--- src/rtl/dcache_mem_ctrl_pkg.sv ---
// rtl/dcache_mem_ctrl_pkg.sv - shared line geometry and FSM encodings for the line-fill/write-back engine
// Purpose: constants shared between the data cache and its memory-side engine.
// Ports: none (package).
package dcache_mem_ctrl_pkg;

  // Default line geometry: 16-byte lines.
  localparam int BLOCK_WIDTH_DEF = 4;
  localparam int BLOCK_SIZE_DEF  = 2 ** BLOCK_WIDTH_DEF;

  // Engine FSM encodings.
  localparam logic [1:0] ST_IDLE  = 2'd0;
  localparam logic [1:0] ST_READ  = 2'd1;
  localparam logic [1:0] ST_WRITE = 2'd2;
  localparam logic [1:0] ST_DONE  = 2'd3;

endpackage

--- src/rtl/dcache_line_shifter.sv ---
// rtl/dcache_line_shifter.sv - N-byte cache line register with byte load, parallel load and byte select
// Purpose: holds the line being filled from RAM or written back to RAM.
// Ports:
//   clk, resetn        clock and synchronous active-low reset
//   load_all, line_in  parallel load of a whole line (has priority over load_byte)
//   load_byte, load_idx, byte_in   write one byte of the line
//   sel_idx, sel_byte  combinational read of one byte
//   line               current line contents
module dcache_line_shifter
  import dcache_mem_ctrl_pkg::*;
#(
  parameter int BLOCK_WIDTH = BLOCK_WIDTH_DEF,
  parameter int BLOCK_SIZE  = 2 ** BLOCK_WIDTH
) (
  input  logic                    clk,
  input  logic                    resetn,
  input  logic                    load_all,
  input  logic [BLOCK_SIZE*8-1:0] line_in,
  input  logic                    load_byte,
  input  logic [BLOCK_WIDTH-1:0]  load_idx,
  input  logic [7:0]              byte_in,
  input  logic [BLOCK_WIDTH-1:0]  sel_idx,
  output logic [7:0]              sel_byte,
  output logic [BLOCK_SIZE*8-1:0] line
);

  always_ff @(posedge clk) begin
    if (!resetn) begin
      line <= '0;
    end else if (load_all) begin
      line <= line_in;
    end else if (load_byte) begin
      line[load_idx*8 +: 8] <= byte_in;
    end
  end

  assign sel_byte = line[sel_idx*8 +: 8];

endmodule

--- src/rtl/dcache_mem_ctrl.sv ---
// rtl/dcache_mem_ctrl.sv - data-cache line-fill / write-back engine onto a byte-wide RAM port
// Purpose: accepts one miss (line read or dirty-line write-back) and serialises it byte by byte.
// Ports:
//   clkIn, resetIn      clock, synchronous active-low reset
//   miss, missAddr, readWriteIn, writeBackIn   request from the cache (sampled only in IDLE)
//   ramDataIn           RAM read data, valid one cycle after its address
//   ramAddrOut, ramDataOut, ramWriteOut        byte-wide RAM port
//   memDataValid, memDataOut, memAddr          fill completion (1-cycle pulse) and held results
//   acceptWrite         write-back completion (1-cycle pulse)
//   busy                transaction in progress
module dcache_mem_ctrl
  import dcache_mem_ctrl_pkg::*;
#(
  parameter int BLOCK_WIDTH = BLOCK_WIDTH_DEF,
  parameter int BLOCK_SIZE  = 2 ** BLOCK_WIDTH
) (
  input  logic                    clkIn,
  input  logic                    resetIn,
  input  logic                    miss,
  input  logic [31-BLOCK_WIDTH:0] missAddr,
  input  logic                    readWriteIn,
  input  logic [BLOCK_SIZE*8-1:0] writeBackIn,
  input  logic [7:0]              ramDataIn,
  output logic [31:0]             ramAddrOut,
  output logic [7:0]              ramDataOut,
  output logic                    ramWriteOut,
  output logic                    memDataValid,
  output logic [31-BLOCK_WIDTH:0] memAddr,
  output logic [BLOCK_SIZE*8-1:0] memDataOut,
  output logic                    acceptWrite,
  output logic                    busy
);

  localparam int LINE_BITS = BLOCK_SIZE * 8;
  localparam logic [BLOCK_WIDTH:0] K_ONE     = (BLOCK_WIDTH+1)'(1);
  localparam logic [BLOCK_WIDTH:0] K_LAST_RD = (BLOCK_WIDTH+1)'(BLOCK_SIZE);
  localparam logic [BLOCK_WIDTH:0] K_LAST_WR = (BLOCK_WIDTH+1)'(BLOCK_SIZE - 1);

  logic [1:0]              state, state_n;
  logic [BLOCK_WIDTH:0]    k, k_n;
  logic [31-BLOCK_WIDTH:0] addr_q, addr_n;
  logic                    start;
  logic                    addr_phase;
  logic [7:0]              wdata_n;
  logic                    load_byte;
  logic [BLOCK_WIDTH-1:0]  load_idx;
  logic [7:0]              sel_byte;
  logic [LINE_BITS-1:0]    line;
  logic [LINE_BITS-1:0]    line_done;
  logic                    read_last;
  logic                    write_last;

  assign start      = (state == ST_IDLE) && miss;
  assign read_last  = (state == ST_READ) && (k == K_LAST_RD);
  assign write_last = (state == ST_WRITE) && (k == K_LAST_WR);

  always_comb begin
    state_n = state;
    k_n     = k;
    case (state)
      ST_IDLE: begin
        if (miss) begin
          state_n = readWriteIn ? ST_READ : ST_WRITE;
          k_n     = '0;
        end
      end
      ST_READ: begin
        if (k == K_LAST_RD) state_n = ST_DONE;
        else                k_n     = k + K_ONE;
      end
      ST_WRITE: begin
        if (k == K_LAST_WR) state_n = ST_DONE;
        else                k_n     = k + K_ONE;
      end
      default: state_n = ST_IDLE;
    endcase
  end

  // Outputs are registered, so the RAM port is driven from the next-cycle
  // state/counter; that makes the address appear in the same cycle as k.
  assign addr_n     = start ? missAddr : addr_q;
  assign addr_phase = ((state_n == ST_READ) && (k_n != K_LAST_RD)) || (state_n == ST_WRITE);

  // The line register is still loading on the start edge, so byte 0 of a
  // write-back comes straight from the request.
  assign wdata_n = start ? writeBackIn[7:0] : sel_byte;

  // RAM data lags its address by one cycle: at count k the byte for k-1 arrives.
  assign load_byte = (state == ST_READ) && (k != '0);
  assign load_idx  = k[BLOCK_WIDTH-1:0] - BLOCK_WIDTH'(1);

  // The last byte lands on the same edge that enters DONE, so fold it in here.
  always_comb begin
    line_done = line;
    line_done[LINE_BITS-8 +: 8] = ramDataIn;
  end

  dcache_line_shifter #(
    .BLOCK_WIDTH(BLOCK_WIDTH),
    .BLOCK_SIZE (BLOCK_SIZE)
  ) u_line (
    .clk      (clkIn),
    .resetn   (resetIn),
    .load_all (start),
    .line_in  (writeBackIn),
    .load_byte(load_byte),
    .load_idx (load_idx),
    .byte_in  (ramDataIn),
    .sel_idx  (k_n[BLOCK_WIDTH-1:0]),
    .sel_byte (sel_byte),
    .line     (line)
  );

  always_ff @(posedge clkIn) begin
    if (!resetIn) begin
      state        <= ST_IDLE;
      k            <= '0;
      addr_q       <= '0;
      ramAddrOut   <= '0;
      ramDataOut   <= '0;
      ramWriteOut  <= 1'b0;
      memDataValid <= 1'b0;
      memAddr      <= '0;
      memDataOut   <= '0;
      acceptWrite  <= 1'b0;
      busy         <= 1'b0;
    end else begin
      state        <= state_n;
      k            <= k_n;
      addr_q       <= addr_n;
      ramAddrOut   <= addr_phase ? {addr_n, k_n[BLOCK_WIDTH-1:0]} : 32'h0;
      ramWriteOut  <= (state_n == ST_WRITE);
      ramDataOut   <= (state_n == ST_WRITE) ? wdata_n : 8'h00;
      memDataValid <= read_last;
      acceptWrite  <= write_last;
      busy         <= (state_n != ST_IDLE);
      if (read_last || write_last) memAddr <= addr_q;
      if (read_last) memDataOut <= line_done;
    end
  end

endmodule
--- config.mk ---
export PLATFORM = sky130hd
export DESIGN_NAME = dcache_mem_ctrl
export DESIGN_NICKNAME = d
export VERILOG_FILES = /design/src/rtl/dcache_mem_ctrl_pkg.sv /design/src/rtl/dcache_line_shifter.sv /design/src/rtl/dcache_mem_ctrl.sv
export SDC_FILE = /design/constraint.sdc
export NUM_CORES = 1
export LEC_CHECK = 0
export CAP_MARGIN = 20
export CORE_MARGIN = 2
export CORE_UTILIZATION = 45
export DETAILED_ROUTE_END_ITERATION = 10
export DONT_BUFFER_PORTS = 1
export GPL_TIMING_DRIVEN = 0
export PLACE_DENSITY = 0.71
export SKIP_CTS_REPAIR_TIMING = 1
export SYNTH_ARGS = -nofsm -noshare
export SYNTH_HDL_FRONTEND = slang
export SYNTH_SLANG_ARGS = --single-unit
--- constraint.sdc ---
create_clock -name clkIn -period 4.1 [get_ports clkIn]
set_input_delay 0.82 -clock clkIn [delete_from_list [all_inputs] [get_ports clkIn]]
set_output_delay 0.82 -clock clkIn [all_outputs]
set_load 0.05 [all_outputs]
# Word level (Yosys, flattened, before mapping)

Index checks and enable logic that the tools add are counted.

Register bits after elaboration: 363
Output and inout port bits: 200
Word-level logic and storage cells: 52

$add $sub $neg: 3
Eq/ne operators: 7
Shifts and indexed selects: 3
Multiplexer cells: 14
Reductions and logical operators: 13

Operators with widths:

| cell                                                                      | count |
|---|---|
| 128-bit 2-to-1 mux                                                        | 2 |
| 128-bit bitwise mux                                                       | 1 |
| 8-bit by 34-bit variable shift with 128-bit output (first input constant) | 1 |
| 128-bit by 8-bit indexed part select with 8-bit output                    | 1 |
| 8-bit by 34-bit indexed part select with 128-bit output                   | 1 |
| 7-bit negator with 34-bit output                                          | 1 |
| 28-bit 2-to-1 mux                                                         | 1 |
| 5-bit 2-to-1 mux                                                          | 3 |
| 5-bit one-hot mux with 3 select lines                                     | 1 |
| 2-bit 2-to-1 mux                                                          | 4 |
| 8-bit 2-to-1 mux                                                          | 1 |
| 2-bit one-hot mux with 3 select lines                                     | 1 |
| 5-bit by 1-bit adder with 5-bit output (second input constant)            | 1 |
| 5-bit by 4-bit == test with 1-bit output (second input constant)          | 1 |
| 5-bit == test (second input constant)                                     | 1 |
| 1-bit logical AND                                                         | 5 |
| 5-bit != test (second input constant)                                     | 1 |
| 5-bit nonzero test                                                        | 1 |
| 2-bit by 1-bit == test with 1-bit output (second input constant)          | 2 |
| 2-bit == test (second input constant)                                     | 2 |
| 2-bit AND reduction                                                       | 2 |
| 2-bit nonzero test                                                        | 2 |
| 4-bit by 1-bit subtractor with 4-bit output (second input constant)       | 1 |
| 2-bit logical NOT                                                         | 1 |
| 1-bit logical OR                                                          | 2 |

# Depth between registers and ports, before layout

Depth in word-level cells: 7
Mapped depth: 13
Mapped depth without buffers: 12

# Hierarchy

A second synthesis with hierarchy kept.

Cells, all modules: 1633
Area total of the unflattened synthesis: 14978.1 um^2

Modules (own cells, without submodules):

| module              | times used | cells each | area each (um^2) | sequential area each (um^2) |
|---|---|---|---|---|
| dcache_mem_ctrl     | 1          | 965        | 8331.7           | 4704.5 |
| dcache_line_shifter | 1          | 668        | 6646.4           | 2562.5 |

# Worst setup path after synthesis

No wires, ideal clock.

Kind: register -> register
From: reg k[0]
To: reg u_line.line[100]
Setup time: 0.132 ns
Arrival time: 3.453 ns
Required time: 3.968 ns
Setup slack: 0.515 ns
Stages on the path, launching flop included: 14
Path buffers: 3
Period minus slack after synthesis: 3.585 ns
Cells stage by stage: dfxtp_1 > buf_2 > clkinv_1 > clkbuf_1 > ha_1 > xor2_1 > nor2_1 > ha_1 > or4_1 > buf_2 > a211oi_2 > nor2_1 > nand2_1 > a21oi_1

Longest elaborated chain between the ends: 6
Elaborated cells between the ends (all ways): 10
Those cells by class: add/sub: 2; shift: 2; mux: 3; reduce/logical: 3

Ends and longest elaborated chain:

| element                                                                                                                       | line                      | text |
|---|---|---|
| start: declaration                                                                                                            | dcache_mem_ctrl.sv:40     | `logic [BLOCK_WIDTH:0] k, k_n;` |
| start signal: assignment                                                                                                      | dcache_mem_ctrl.sv:129    | `k <= k_n;` |
| 4-bit by 1-bit subtractor with 4-bit output                                                                                   | dcache_mem_ctrl.sv:90     | `assign load_idx = k[BLOCK_WIDTH-1:0] - BLOCK_WIDTH'(1);` |
| 7-bit negator with 34-bit output                                                                                              | dcache_line_shifter.sv:33 | `line[load_idx*8 +: 8] <= byte_in;` |
| 8-bit by 34-bit indexed part select with 128-bit output or 8-bit by 34-bit variable shift with 128-bit output (tied branches) | dcache_line_shifter.sv:33 |  |
| 128-bit bitwise mux                                                                                                           | dcache_line_shifter.sv:33 |  |
| 128-bit 2-to-1 mux                                                                                                            | dcache_line_shifter.sv:32 | `end else if (load_byte) begin` |
| 128-bit 2-to-1 mux                                                                                                            | dcache_line_shifter.sv:30 | `end else if (load_all) begin` |
| end signal: assignment                                                                                                        | dcache_line_shifter.sv:31 | `line <= line_in;` |
| end signal: indexed assignment                                                                                                | dcache_line_shifter.sv:33 |  |
| end: declaration                                                                                                              | dcache_line_shifter.sv:24 | `output logic [BLOCK_SIZE*8-1:0] line` |

Parallel ways exist; a longest one is shown, timed or not. The select of a mux whose other input is x is not followed.
A chain may end at the register's enable or synchronous reset.

# Final worst setup path

From: reg k[0]
To: reg ramDataOut[7]

Longest elaborated chain between the ends: 5
Elaborated cells between the ends (all ways): 14
Those cells by class: add/sub: 1; eq/ne: 3; shift: 1; mux: 8; reduce/logical: 1

Ends and longest elaborated chain:

| element                                                                                        | line                                              | text |
|---|---|---|
| 5-bit by 1-bit adder with 5-bit output (tied with other cells)                                 | dcache_mem_ctrl.sv:69, dcache_mem_ctrl.sv:73      |  |
| 5-bit 2-to-1 mux (tied with other cells)                                                       | dcache_mem_ctrl.sv:72                             | `if (k == K_LAST_WR) state_n = ST_DONE;` |
| 5-bit one-hot mux with 3 select lines or 2-bit one-hot mux with 3 select lines (tied branches) | dcache_mem_ctrl.sv:60                             | `case (state)` |
| 128-bit by 8-bit indexed part select with 8-bit output or 2-bit == test (tied branches)        | dcache_line_shifter.sv:37, dcache_mem_ctrl.sv:133 |  |
| 8-bit 2-to-1 mux or 2-bit AND reduction (tied branches)                                        | --                                                |  |
| end signal: assignment                                                                         | dcache_mem_ctrl.sv:133                            | `ramDataOut <= (state_n == ST_WRITE) ? wdata_n : 8'h00;` |
| end: declaration                                                                               | dcache_mem_ctrl.sv:25                             | `output logic [7:0] ramDataOut,` |

Parallel ways exist; a longest one is shown, timed or not.

==> flow_summary.toml <==
[cts]
path_clk_slew_ps = 70
htreeDepth = 2
worstSkewPairLatency_ps = 550
cts_made_buffers = 38
cts_tree = "done"
clockBufferDepth = 3
cts_root_buf = "clkbuf_16"
cts_num_sinks = 363

[power]
p_per_area_nw_per_um2 = 493
p_leak_uw = 0.00595
ir_worst_vdd_uv = 330

[sta]
fin_crit_ps = 4030
final.period_utilization = 0.982
report.final.setup_viol = 0
finalWorstSetupSlack_ps = 73.7
tightest_slew_ps = 1260
finClkSkew_ps = 17.4
hold_viol_final = 0
max_freq_ghz = 0.248
maxSlewViolCount = 0
maxSlewHeadroom = 0.161
rsz0062_at_grt = "no"

[run]
maxCapViolCount = 0

[setup_path]
cp-start-kind = "flop"
rrSetupSlack_ps = 70
timing.critical_path.to_type = "flop"
critPathMaxFanout = 12
worst_ep_arrival_time_ps = 4390
path_class = "reg -> reg"
cp.required_ps = 4470

[die]
die-area_um2 = 35600
start_util = 0.458
rows = 67
die-height_um = 189
die_w_um = 189
core_area_um2 = 33500
num_io_pins = 368

[yosys]
synth_cells = 1844
yosysMostFrequentCell = "nand2_1"
synth_cell_types = 76
yosys-top-cells-count = "nand2_1, dfxtp_1, a21oi_1"
synth_edf_count = 0
syn-num-nets = 2024
synth_area_um2 = 15400
ys_ff_latch = 363
yosys.area.top_type_share = 0.473
async_reset_ff_frac = 0
ys_top_cells_by_area = "dfxtp_1, nand2_1, a21oi_1, a211oi_1, clkbuf_1"
yosysSeqAreaShare = 0.473
yosysWarnings = 0
synth_area_per_cell_um2 = 8.32
synth_ff_type = "dfxtp_1"
yosysTopAreaCell = "dfxtp_1"

[route]
finalWirelength_mm = 63.8
drc = 0
firstDrtPassIters = 6
vias = 15000
ant_nets = 0
drt_iter0_markers = 1825
avgViaCountPerCell = 6.30
wire_per_inst_um = 26.8

[global_routing]
grt_antenna_before_repair = 3
grt-ovfl-total = 0
grt_pass1_vias = 14300
grt_max_degree = 15
grt_pass1_wl_mm = 91.1
grtUsageTotal = 0.342

[cells_and_area]
multi_input_area_um2 = 7320
seq_area_um2 = 7270
nNetsFinal = 2079
drive_above_1_share = 0.0814
syn2layout_area_growth_pct = 13.9
nFillCells = 3207
stdcell_count = 2380
final_area_um2 = 17500

[worst_hold_path]
min_path_type = "in -> reg"

[place]
io_buffers = 0
post_dp_cell_area_um2 = 15900
place_ws_ps = -593
dp_hpwl_mm = 47.7
place.gp.congestion = 1.01
place_inst = 2294

[run_status]
status = "complete, no violations"
[power breakdown]
| group | internal, uW | switching, uW | total (uW) | leakage, uW |
|---|---|---|---|---|
| registers | 3660 | 194 | 3860 | 0.00295 |
| clock network | 2180 | 1480 | 3660 | 0.000644 |
| logic | 309 | 800 | 1110 | 0.00235 |
[routing by layer]
layer	part of all wire	routed length [um]	global-route usage	vias up
li1	-	-	-	6676
met1	0.38	24200	0.425	7211
met2	0.46	29200	0.555	934
met3	0.11	7060	0.0881	174
met4	0.052	3310	0.158	0
met5	0	0	0	-
[flip-flops by register name, summed over array words and instances, names as in the netlist, 2 cells and up]
name         flops
ramAddrOut      32
addr_q          28
state            2
u_line.line    128
ramDataOut       8
memAddr         28
memDataOut     128
k                5
[cells by family (layout without fill, tap and decap cells)]
group | count (synthesis) | count (layout) | synth area share
buffers and inverters | 216 | 301 | 0.0566
adder cells (fa/ha/maj) | 12 | 12 | 0.00978
XOR/XNOR | 3 | 3 | 0.00171
AND/OR/NAND/NOR | 571 | 571 | 0.157
flip-flops | 363 | 363 | 0.473
AO/OA/AOI/OAI | 640 | 640 | 0.275
multiplexers | 39 | 39 | 0.0261
other | 0 | 3 | 0
[cell type report]
class,instances,share of cell area
Multi-Input combinational cell,1265,0.419
Sequential cell,363,0.416
Clock buffer,56,0.0645
Buffer,158,0.0378
Tap cell,448,0.0321
Inverter,58,0.0127
Clock inverter,14,0.0114
Timing Repair Buffer,15,0.00672
Antenna cell,3,0.000429
[metrics by stage]
step	setup TNS (ps)	total power [uW]	utilization	hold WS, ps
3_5_place_dp	-45170	4960	0.475	450
2_1_floorplan	0	4560	-	432
4_1_cts	-52910	8560	0.515	383
6_report	0	8620	0.522	399
5_1_grt	0	8840	0.521	401
3_3_place_gp	-38010	4940	0.475	440
[final timing paths]
check             cells past startpoint                to              from
hold / removal                        2  u_line.line[119]  writeBackIn[119]
setup reg to reg                     12     ramDataOut[7]              k[0]
hold reg to reg                       2       memAddr[14]        addr_q[14]
setup / recovery                     12     ramDataOut[7]              k[0]
[critical path: stages (launching register included)]
cell	delay [ps]
dfxtp_2	420
clkbuf_4	280
clkinvlp_4	250
clkbuf_2	300
ha_1	370
nand4bb_4	170
a211oi_2	150
o21ai_2	540
buf_2	410
buf_2	390
o211ai_1	130
o211ai_1	190
nand4_1	220
[placed cells by master (no fill, tap or decap), types with 17 or more instances in the layout]
cell type,Yosys,routed
clkbuf_1,123,125
inv_1,56,56
o211ai_1,44,44
nor2_1,67,66
nand2_1,429,429
a22oi_1,59,59
a21oi_1,305,303
o21ai_0,20,20
dfxtp_1,363,362
buf_2,20,21
a211oi_1,68,68
clkbuf_16,0,38
mux2i_1,31,31
a32oi_1,36,36
buf_4,5,17
Note: power is estimated with default switching activity, not from simulation.
